--- src/rtl/xbar_pkg.sv ---
// Crossbar packet layout shared by PE send logic, crossbar ports and arbiters.
// Also holds the arbiter state encoding.
`ifndef XBAR_PKG_MACROS
`define XBAR_PKG_MACROS
`define XBAR_PACKET(w) logic [(w)-1:0]
`define XBAR_PAYLOAD(pkt) (pkt)[31:0]
`endif

package xbar_pkg;

    localparam int XBAR_P_W     = 64;
    localparam int XBAR_VLD_BIT = 63;
    localparam int XBAR_DST_LSB = 32;
    localparam int XBAR_DST_W   = 4;

    // EMPTY: output register free; FULL: out_packet waits for downstream.
    typedef enum logic {
        ARB_EMPTY = 1'b0,
        ARB_FULL  = 1'b1
    } arb_state_e;

endpackage

--- src/rtl/xbar_out_arb_rr_pick.sv ---
// Combinational round-robin picker: first set request at or after ptr, wrapping at N-1.
module rr_pick #(
    parameter int N     = 4,
    parameter int IDX_W = 2
) (
    input  logic [N-1:0]     req,
    input  logic [IDX_W-1:0] ptr,
    output logic [IDX_W-1:0] winner,
    output logic             any_req
);

    always_comb begin
        logic found;
        int   j;
        found  = 1'b0;
        winner = '0;
        j      = 0;
        for (int k = 0; k < N; k++) begin
            j = int'(ptr) + k;
            if (j >= N) begin
                j = j - N;
            end
            if (!found && req[j]) begin
                found  = 1'b1;
                winner = IDX_W'(j);
            end
        end
        any_req = |req;
    end

endmodule

--- src/rtl/xbar_out_arb.sv ---
// Round-robin arbiter and output register for one crossbar output port.
// Optional statistics counters are built when XBAR_ARB_STATS_EN is defined.
module xbar_out_arb
    import xbar_pkg::*;
#(
    parameter int N       = 4,
    parameter int P_W     = XBAR_P_W,
    parameter int VLD_BIT = XBAR_VLD_BIT,
    parameter int DST_LSB = XBAR_DST_LSB,
    parameter int DST_W   = XBAR_DST_W,
    parameter int PORT_ID = 0,
    parameter int IDX_W   = 2
) (
    input  logic               clk,
    input  logic               rst,
    input  logic [N*P_W-1:0]   in_packet,
    output logic [N-1:0]       in_ack,
    output logic [P_W-1:0]     out_packet,
    output logic               out_vld,
    input  logic               out_rdy,
    output logic [IDX_W-1:0]   grant_idx
`ifdef XBAR_ARB_STATS_EN
    ,
    output logic [N*32-1:0]    stat_grants,
    output logic [31:0]        stat_stall
`endif
);

    // Handshake: in_ack[i] high means PE i's packet is taken at the coming edge;
    // out_packet is consumed at any edge where out_vld && out_rdy.

    arb_state_e        state;
    arb_state_e        state_nxt;
    logic [N-1:0]      req;
    logic [IDX_W-1:0]  ptr;
    logic [IDX_W-1:0]  winner;
    logic              any_req;
    logic              can_load;
    logic              grant;
    `XBAR_PACKET(P_W)  win_packet;

    always_comb begin
        req = '0;
        for (int i = 0; i < N; i++) begin
            req[i] = in_packet[i*P_W + VLD_BIT] &&
                     (in_packet[i*P_W + DST_LSB +: DST_W] == DST_W'(PORT_ID));
        end
    end

    rr_pick #(
        .N     (N),
        .IDX_W (IDX_W)
    ) u_rr_pick (
        .req     (req),
        .ptr     (ptr),
        .winner  (winner),
        .any_req (any_req)
    );

    assign can_load   = (state == ARB_EMPTY) || out_rdy;
    // Reset gates the grant so no ack escapes while rst is low.
    assign grant      = rst && can_load && any_req;
    assign win_packet = in_packet[int'(winner)*P_W +: P_W];

    always_ff @(posedge clk) begin
        if (!rst) begin
            state <= ARB_EMPTY;
        end else begin
            state <= state_nxt;
        end
    end

    always_comb begin
        state_nxt = state;
        case (state)
            ARB_EMPTY: if (grant) state_nxt = ARB_FULL;
            ARB_FULL:  if (out_rdy && !grant) state_nxt = ARB_EMPTY;
            default:   state_nxt = ARB_EMPTY;
        endcase
    end

    always_comb begin
        out_vld = (state == ARB_FULL);
        in_ack  = '0;
        if (grant) begin
            in_ack[winner] = 1'b1;
        end
    end

    // Pointer wraps by explicit compare so non-power-of-two N stays in range.
    always_ff @(posedge clk) begin
        if (!rst) begin
            out_packet <= '0;
            grant_idx  <= '0;
            ptr        <= '0;
        end else if (grant) begin
            out_packet <= win_packet;
            grant_idx  <= winner;
            ptr        <= (winner == IDX_W'(N-1)) ? '0 : winner + 1'b1;
        end
    end

`ifdef XBAR_ARB_STATS_EN
    localparam logic [31:0] STAT_MAX = '1;

    always_ff @(posedge clk) begin
        if (!rst) begin
            stat_grants <= '0;
            stat_stall  <= '0;
        end else begin
            for (int i = 0; i < N; i++) begin
                if (in_ack[i] && (stat_grants[i*32 +: 32] != STAT_MAX)) begin
                    stat_grants[i*32 +: 32] <= stat_grants[i*32 +: 32] + 32'd1;
                end
            end
            if (out_vld && !out_rdy && any_req && (stat_stall != STAT_MAX)) begin
                stat_stall <= stat_stall + 32'd1;
            end
        end
    end
`endif

endmodule

--- config.mk ---
export PLATFORM = sky130hd
export DESIGN_NAME = xbar_out_arb
export DESIGN_NICKNAME = d
export VERILOG_FILES = /design/src/rtl/xbar_pkg.sv /design/src/rtl/xbar_out_arb_rr_pick.sv /design/src/rtl/xbar_out_arb.sv
export SDC_FILE = /design/constraint.sdc
export NUM_CORES = 1
export LEC_CHECK = 0
export BUFFER_PORTS_ARGS = -buffer_cell sky130_fd_sc_hd__buf_4
export CAP_MARGIN = 20
export CORE_AREA = 2 2 129 131
export DETAILED_ROUTE_END_ITERATION = 7
export DIE_AREA = 0 0 131 133
export GPL_ROUTABILITY_DRIVEN = 0
export PLACE_DENSITY_LB_ADDON = 0.05
export SLEW_MARGIN = 5
export SYNTH_ARGS = -nofsm -noshare
export SYNTH_HDL_FRONTEND = slang
export SYNTH_SLANG_ARGS = --single-unit
--- constraint.sdc ---
create_clock -name clk -period 9.8 [get_ports clk]
set_input_delay 2.94 -clock clk [delete_from_list [all_inputs] [get_ports clk]]
set_output_delay 2.94 -clock clk [all_outputs]
set_load 0.02 [all_outputs]
; Word-level counts from Yosys, hierarchy flattened
; Cells that the tools add are included.
[word_totals]
n_memories = 0
wordCells = 76
out_inout_bits = 71
in_bits = 259
ramBits = 0
regBits = 69
latch_bits = 0
mem_bits_ro = 0
[op_classes]
add_sub_neg = 8
n_bitwise = 1
n_reduce_logical = 21
mul = 0
div = 0
order_cmp = 10
mux = 30
n_eq_ne = 1
n_shift = 1
[op_table]
columns = op, n
row1 = $shiftx A256 B9 Y64, 1
row2 = $lt A32 B4 Y1 const B, 4
row3 = $mux W32, 4
row4 = $ge A32 B4 Y1 const B, 3
row5 = $sub A32 B4 Y32 const B, 3
row6 = $logic_not A4 Y1, 4
row7 = $mux W1, 14
row8 = $logic_and A1 B1 Y1, 11
row9 = $mux W2, 5
row10 = $bmux W1 S2, 4
row11 = $add A2 B2 Y3 const B, 2
row12 = $logic_not A1 Y1, 4
row13 = $mux W4, 1
row14 = $reduce_or A4 Y1, 1
row15 = $sub A2 B3 Y4 const B, 1
row16 = $add A2 B1 Y3 const B, 1
row17 = $ge A2 B3 Y1 const B, 1
row18 = $lt A2 B3 Y1 const B, 1
row19 = $add A2 B1 Y2 const B, 1
row20 = $demux W1 S2, 1
row21 = $eq A2 B2 Y1 const B, 1
row22 = $ge A2 B1 Y1 const B, 1
row23 = $pmux W1 S2, 1
row24 = $logic_or A1 B1 Y1, 1
row25 = $not A1 Y1, 1

; Logic depth before layout (Yosys ltp)
; Gate-level depths: netlist (run 1).
[depth]
ltp_word = 20
mapped_depth = 9
ltp_nobuf = 7

; Hierarchy
; Synthesis (run 1) repeated with hierarchy kept, for this count alone.
[hier_totals]
hier_cells = 424
hier_area_um2 = 4279.1
[modules_own_cells]
columns = mod, cells_each, instances, area_each_um2, seq_area_each_um2
row1 = xbar_out_arb, 409, 1, 4201.5, 1381.3
row2 = rr_pick, 15, 1, 77.6, 0.0

; Least setup slack after synthesis (run 1)
; No wires, ideal clock.
[synth_timing]
kind = input port to output port
startpoint = in in_packet[225]
endpoint = out in_ack[1]
arrival_time_ns = 4.922
required_time_ns = 6.860
setup_slack_ns = 1.938
stages = 7
path_buffers = 1
path_cell_list = nor4_2 -> nand2_2 -> o21bai_4 -> a221oi_4 -> buf_4 -> inv_2 -> nor4_1
[synth_between]
elab_chain_cells = 20
word_cells_on_any_way = 35
cone_classes = order compare (2) / mux (22) / reduce/logical (11)
[synth_lines]
columns = item, line_no
row1 = "start, declared", xbar_out_arb.sv:16  ; input logic [N*P_W-1:0] in_packet,
row2 = $logic_not A4 Y1 (*), xbar_out_arb.sv:46  ; (in_packet[i*P_W + DST_LSB +: DST_W] == DST_W'(PORT_ID));
row3 = $logic_and A1 B1 Y1 (*), xbar_out_arb.sv:45  ; req[i] = in_packet[i*P_W + VLD_BIT] &&
row4 = $bmux W1 S2, xbar_out_arb_rr_pick.sv:23  ; if (!found && req[j]) begin
row5 = $mux W1 (not written as such) (2 in series), xbar_out_arb_rr_pick.sv:23
row6 = $mux W1, xbar_out_arb_rr_pick.sv:23
row7 = $logic_not A1 Y1, xbar_out_arb_rr_pick.sv:23
row8 = $logic_and A1 B1 Y1, xbar_out_arb_rr_pick.sv:23
row9 = $mux W1, xbar_out_arb_rr_pick.sv:23
row10 = (+3 left out), --
row11 = $logic_not A1 Y1, xbar_out_arb_rr_pick.sv:23
row12 = $logic_and A1 B1 Y1, xbar_out_arb_rr_pick.sv:23
row13 = $mux W2, xbar_out_arb_rr_pick.sv:23
row14 = $lt A2 B3 Y1 (not written as such) / $ge A2 B1 Y1 (equally long branches), xbar_out_arb.sv:86  ; in_ack[winner] = 1'b1;
row15 = $logic_and A1 B1 Y1 (not written as such), xbar_out_arb.sv:86
row16 = $mux W1 (not written as such), xbar_out_arb.sv:86
row17 = $demux W1 S2, xbar_out_arb.sv:86
row18 = $mux W4 (*), xbar_out_arb.sv:85  ; if (grant) begin
row19 = "end, declared", xbar_out_arb.sv:17  ; output logic [N-1:0] in_ack,
; Every way passes the cells marked *; elsewhere a longest branch is shown, timed or not. The select of a mux whose other input is x is not followed.

; Worst setup path in the final report (run 1)
; Same ends and word-level chain as after synthesis.

==> results.txt, run 1 <==
status - complete, no violations
Worst-path clk slew - 0.05 ns
Antenna diodes - 0
cells along the critical path - buf_4, nor4_2, nand2_2, o21bai_4, a221oi_4, inv_2, nor4_1, buf_4
period utilisation layout - 0.770
number of top-level pins - 330
total number of cells along the worst setup path - 8
vias in the first global route - 4360
setup ws final - 2.25 ns
number of flip-flops and latches in the synthesized netlist - 69
Hold Crit Start - out_packet[36]$_SDFFE_PN0P_
most frequent cells in the layout - 332 x sky130_fd_sc_hd__buf_4, 118 x sky130_fd_sc_hd__mux2i_1, 69 x sky130_fd_sc_hd__dfxtp_1, 64 x sky130_fd_sc_hd__nand2_1, 59 x sky130_fd_sc_hd__o221ai_2
total leakage power - 3.00 nW
antenna-violating nets left - 0
number of clock sinks - 69
drt first pass iters - 4
post-CTS setup buffer count - 0
Total Wirelength - 15400 µm
syn nets - 643
final worst clock skew - 0.00857 ns
largest net degree at the start of global routing - 63
setup repair after global routing missed its margin - false
post-cts hold buffer count - 0
count of buffers inserted at the top-level ports - 329
number of buffers and inverters on the critical path - 3
Most common cell on crit path - sky130_fd_sc_hd__buf_4
post-placement cell area - 6790 µm²
max-slew violations - 0
die outline height - 133 µm
setup slack after placement - 2.24 ns
reg-to-reg setup timing slack - 7.28 ns
highest routed layer - met4
Core Region - 16200 µm²
Detail Route met2 WL - 8130 µm
maximum number of buffers from clock root to sink - 2
All-Layer GR Usage - 0.170
Starting DRT DRC Count - 122
Peak Freq - 132 MHz
root buffer cell - sky130_fd_sc_hd__clkbuf_16
final HPWL from detailed placement - 11900 µm
Synth cell types - 36
gr ovfl total - 0
drt via density - 4.59
maximum ir drop on the vdd rail - 0.0645 mV
post-synthesis sequential area ratio - 0.320
Post-layout nets - 955
layout overhead on the synthesized area - 65.4%
H-tree depth - 3
initial antenna violation count - 0
total of warnings raised by yosys - 0
power density cells - 114 nW/µm²
count of unresolved DRC violations after routing - 0
accumulated negative setup slack - 0 ns
post-route design area - 7140 µm²
min-delay worst type - reg -> reg
logic depth of the worst register-to-register path - 6
M1 WL - 5690 µm
hold endpoint - out_packet[36]$_SDFFE_PN0P_
Critical Path RT - 6.86 ns
arrival time of the worst setup path - 4.61 ns
worst hold path cell count - 2
maximum net fanout on the critical path - 5
share of layout cells above drive strength 1 - 0.597
crit-path leading delay family - simple AND/OR/NAND/NOR gates
most common cell after layout, fill and taps aside - sky130_fd_sc_hd__buf_4
DR WL/cell - 16.7 µm
via count - 4226
max-cap viol count - 0
DIE AREA - 17400 µm²
mapped cell area - 4320 µm²
Initial Utilization - 0.267
R2R Path Start - ptr[1]$_SDFFE_PN0P_
cells after synthesis - 383
mean cell area of the mapped netlist - 11.3 µm²
max_slew headroom - 0.349
time the worst path needs with I/O delays and setup - 7.55 ns
met3 WL - 1280 µm
number of clock buffers inserted by TritonCTS - 9
type of element capturing the critical path - primary output
slew at the pin closest to its max-slew limit - 0.976 ns
nature of the critical path startpoint - primary input
endpoint of the worst-slack reg-to-reg timing path - out_packet[36]$_SDFFE_PN0P_
delay of the slowest cell on the worst path - 0.39 ns
setup violators final - 0
slowest library cell on the worst path - sky130_fd_sc_hd__a221oi_4
Chip Width - 131 µm
post-CTS sizing - 0
placement row count - 47
first-pass GRT wire length - 22800 µm
insertion delay to the later sink of the worst-skew pair - 0.33 ns
Final Hold Violating Endpoints - 0
worst hold-check slack - 0.460 ns
CTS tree - yes
critical setup path kind - in -> out
sequential cells by signal, indices dropped and copies added (netlist names):
name        flops
out_vld         1
grant_idx       2
out_packet     64
ptr             2
cell usage after synthesis:
cell type,number,area (µm²)
sky130_fd_sc_hd__o21ai_0,3,15.0
sky130_fd_sc_hd__nand4b_1,1,8.76
sky130_fd_sc_hd__a21o_1,1,7.51
sky130_fd_sc_hd__a21boi_0,1,7.51
sky130_fd_sc_hd__nor2_1,1,3.75
sky130_fd_sc_hd__nor2b_1,1,6.26
sky130_fd_sc_hd__nand2_1,65,244
sky130_fd_sc_hd__nor4_1,3,18.8
sky130_fd_sc_hd__nor4_2,1,12.5
sky130_fd_sc_hd__inv_2,1,3.75
sky130_fd_sc_hd__buf_4,1,7.51
sky130_fd_sc_hd__nand2b_1,2,12.5
sky130_fd_sc_hd__a22o_1,2,17.5
sky130_fd_sc_hd__o22a_1,1,8.76
sky130_fd_sc_hd__and2_1,5,31.3
sky130_fd_sc_hd__buf_12,9,180
sky130_fd_sc_hd__and4_1,1,8.76
sky130_fd_sc_hd__clkbuf_4,3,22.5
sky130_fd_sc_hd__a21oi_1,1,5.00
sky130_fd_sc_hd__dfxtp_1,69,1380
sky130_fd_sc_hd__mux2i_1,118,1180
sky130_fd_sc_hd__o21a_1,1,7.51
sky130_fd_sc_hd__buf_2,11,55.1
sky130_fd_sc_hd__nand2_2,1,6.26
sky130_fd_sc_hd__a21boi_1,1,7.51
sky130_fd_sc_hd__buf_6,2,22.5
sky130_fd_sc_hd__a41oi_2,1,16.3
sky130_fd_sc_hd__o221ai_2,59,886
sky130_fd_sc_hd__nor3_1,1,5.00
sky130_fd_sc_hd__a221oi_4,1,26.3
sky130_fd_sc_hd__and3_1,2,12.5
sky130_fd_sc_hd__nand3b_1,2,15.0
sky130_fd_sc_hd__clkbuf_1,7,26.3
sky130_fd_sc_hd__nor3b_1,2,15.0
sky130_fd_sc_hd__ha_1,1,12.5
sky130_fd_sc_hd__o21bai_4,1,18.8
worst max-delay path by stage:
| stage | start | to | slack, ns |
|---|---|---|---|
| floorplan | in_packet[225] | in_ack[1] | 1.94 |
| global placement | in_packet[225] | in_ack[1] | 2.25 |
| detailed placement | in_packet[225] | in_ack[1] | 2.24 |
| CTS | in_packet[225] | in_ack[1] | 2.24 |
| global route | in_packet[161] | in_ack[3] | 2.03 |
| finish | in_packet[225] | in_ack[1] | 2.25 |
layout make-up:
class | count | area (µm²)
clock buffer | 13 | 280
multi-input combinational | 280 | 2640
tap | 220 | 275
inverter | 1 | 3.75
clock inverter | 3 | 17.5
sequential | 69 | 1380
fill | 1602 | 9030
timing repair buffer | 334 | 2540
metal layers:
layer | vias up | GRT usage
li1 | 2100 | -
met2 | 187 | 0.318
met4 | 0 | 0.0556
met5 | - | 0
met1 | 1923 | 0.185
met3 | 16 | 0.0388
power by group:
part / internal [mW] / switching [mW]
Clock: 0.198 / 0.119
Combinational: 0.112 / 0.0833
Sequential: 0.294 / 0.00728
Total: 0.604 / 0.210
tightest hold or removal path, cell delays in order (launching register included):
cell and delay (ns):
sky130_fd_sc_hd__dfxtp_1 0.32, sky130_fd_sc_hd__nand2_1 0.06, sky130_fd_sc_hd__o221ai_2 0.05
cells by family (layout without fill, tap and decap cells):
logic type,count (synthesis),after routing,share of synthesized area
buffers and inverters,34,351,0.0736
flip-flops,69,69,0.320
adder cells (fa/ha/maj),1,1,0.00290
AND/OR/NAND/NOR,88,88,0.0928
AO/OA/AOI/OAI,73,73,0.237
multiplexers,118,118,0.274
metrics by stage:
step,utilization,total power [mW],instances
finish,0.441,0.814,920
global route,0.441,0.856,920
CTS,0.438,0.830,918
detailed placement,0.420,0.504,902
global placement,0.420,0.503,902
floorplan,-,0.392,383
Note: power is estimated with default switching activity, not from simulation.
==> inputs of run 2 (changes only) <==
==> constraint.sdc (replaced) <==
create_clock -name clk -period 6.3 [get_ports clk]
set_input_delay 1.89 -clock clk [delete_from_list [all_inputs] [get_ports clk]]
set_output_delay 1.89 -clock clk [all_outputs]
set_load 0.02 [all_outputs]
==> run 2 against run 1 <==
Clock power rose by 60%. Largest cell class unchanged. Final cell count down 0.22%. Global-route usage decreased by 0.54 points. Hold slack lost 0.00091 ns. Clock-buffer cell count grew 1. Core utilization shrank 0.19 points. Sequential share of layout area increased by 0.085 points. Power increased by 57%. Largest power group unchanged. Register-to-register slack worse by 3.6 ns. Worst setup slack worse by 1.4 ns.
==> results.txt, run 2 (same netlist as run 1, synthesis figures left out) <==
nature of the critical path startpoint - primary input
count of buffers inserted at the top-level ports - 329
post-route design area - 7110 µm²
area used by sequential logic in the layout - 1380 µm²
count of unresolved DRC violations after routing - 0
Final Hold Violating Endpoints - 0
logic depth of the worst register-to-register path - 6
Overall Power - 1.28 mW
DR WL/cell - 16.4 µm
slew at the pin closest to its max-slew limit - 1.05 ns
insertion delay to the later sink of the worst-skew pair - 0.33 ns
endpoint of the worst-slack reg-to-reg timing path - out_packet[18]$_SDFFE_PN0P_
die outline height - 133 µm
vias in the first global route - 4327
root buffer cell - sky130_fd_sc_hd__clkbuf_16
number of top-level pins - 330
Core Region - 16200 µm²
Post-layout nets - 954
first-pass GRT wire length - 22100 µm
register with the most flip-flops - out_packet
final HPWL from detailed placement - 11800 µm
Worst Setup SP - in_packet[225]
sequential power share - 0.367
total leakage power - 2.98 nW
accumulated negative setup slack - 0 ns
Multi-input gate area - 2640 µm²
Total Wirelength - 15100 µm
Largest register FFs - 64
CTS tree - yes
clock group share of total power - 0.397
antenna-violating nets left - 0
maximum ir drop on the vdd rail - 0.0977 mV
registers with the highest flip-flop counts - out_packet (64), grant_idx (2), ptr (2)
post-CTS sizing - 0
Antenna diodes - 0
drt via density - 4.61
number of clock sinks - 69
final non-filler cell total - 918
H-tree depth - 3
maximum net fanout on the critical path - 5
Starting DRT DRC Count - 57
reg-to-reg setup timing slack - 3.71 ns
power density cells - 180 nW/µm²
most common cell after layout, fill and taps aside - sky130_fd_sc_hd__buf_4
critical setup path kind - in -> out
R2R Path Start - ptr[1]$_SDFFE_PN0P_
Critical Path RT - 4.41 ns
number of clock buffers inserted by TritonCTS - 9
layout overhead on the synthesized area - 64.6%
post-CTS setup buffer count - 0
via count - 4228
most frequent cells in the layout - 332 x sky130_fd_sc_hd__buf_4, 118 x sky130_fd_sc_hd__mux2i_1, 69 x sky130_fd_sc_hd__dfxtp_1, 64 x sky130_fd_sc_hd__nand2_1, 59 x sky130_fd_sc_hd__o221ai_2
cell-internal power - 0.957 mW
largest net degree at the start of global routing - 62
max_slew headroom - 0.299
worst setup path endpoint - in_ack[1]
final worst clock skew - 0.00603 ns
min-delay worst type - reg -> reg
Peak Freq - 183 MHz
status - complete, no violations
post-placement cell area - 6790 µm²
drt first pass iters - 4
end-of-flow core utilization - 0.439
share of layout cells above drive strength 1 - 0.592
type of element capturing the critical path - primary output
Worst-path clk slew - 0.06 ns
max-cap viol count - 0
time the worst path needs with I/O delays and setup - 5.46 ns
reported net switching power - 0.321 mW
All-Layer GR Usage - 0.164
net switching share of the total power - 0.251
gr ovfl total - 0
part of the total power dissipated in combinational logic - 0.236
setup violators final - 0
Hold Crit Start - out_packet[63]$_SDFFE_PN0P_
Chip Width - 131 µm
Initial Utilization - 0.267
period utilisation layout - 0.866
initial antenna violation count - 0
post-cts hold buffer count - 0
maximum number of buffers from clock root to sink - 2
max-slew violations - 0
arrival time of the worst setup path - 3.57 ns
placement row count - 47
setup repair after global routing missed its margin - false
placed cells - 902
DIE AREA - 17400 µm²
Filler cells - 1602
==> run 2: changes by cell type in the layout (fill, tap and decap cells not counted), sizes merged <==
cell / before / now
buf: 334 / 333
clkinvlp: 1 / 0
clkbuf: 13 / 14
clkinv: 2 / 0
bufinv: 0 / 1
==> run 2: worst min-delay path by stage <==
stage	to	slack [ns]	depth (start not counted)
after CTS	out_packet[63]$_SDFFE_PN0P_	0.46	1
final	out_packet[63]$_SDFFE_PN0P_	0.46	1
after global placement	out_packet[63]$_SDFFE_PN0P_	0.44	1
after floorplan	ptr[0]$_SDFFE_PN0P_	0.48	1
after global routing	out_packet[39]$_SDFFE_PN0P_	0.47	2
after detailed placement	out_packet[63]$_SDFFE_PN0P_	0.45	1
==> run 2: final cells by class <==
| class | instances | area share |
|---|---|---|
| clock inverters | 1 | 0.00423 |
| flip-flops and latches | 69 | 0.194 |
| inverters | 1 | 0.000528 |
| multi-input cells | 280 | 0.371 |
| well taps | 220 | 0.0387 |
| clock buffers | 14 | 0.0371 |
| repair buffers | 333 | 0.354 |
==> run 2: worst max-delay path, cell delays in order <==
cell	delay, ns
sky130_fd_sc_hd__buf_4	0.11
sky130_fd_sc_hd__nor4_2	0.28
sky130_fd_sc_hd__nand2_2	0.15
sky130_fd_sc_hd__o21bai_4	0.20
sky130_fd_sc_hd__a221oi_4	0.39
sky130_fd_sc_hd__inv_2	0.08
sky130_fd_sc_hd__nor4_1	0.28
sky130_fd_sc_hd__buf_4	0.19
==> run 2: power by group through the flow <==
stage          sequential [mW]  combinational, mW  clock [mW]
2_1_floorplan            0.502              0.108           0
3_3_place_gp             0.477              0.304           0
3_5_place_dp             0.478              0.305           0
4_1_cts                  0.469              0.306       0.531
5_1_grt                  0.471              0.324       0.545
6_report                 0.469              0.301       0.508
==> run 2: metal layers <==
metal	part of all wire	global-route usage
met1	0.36	0.172
met2	0.53	0.308
met3	0.092	0.0396
met4	0.024	0.0674
met5	0	0
==> run 2: through the flow <==
| stage | hold WS [ns] | worst slack (ns) |
|---|---|---|
| 6_report | 0.459 | 0.844 |
| 5_1_grt | 0.473 | 0.646 |
| 4_1_cts | 0.461 | 0.836 |
| 3_5_place_dp | 0.445 | 0.840 |
| 3_3_place_gp | 0.441 | 0.837 |
| 2_1_floorplan | 0.482 | 0.538 |
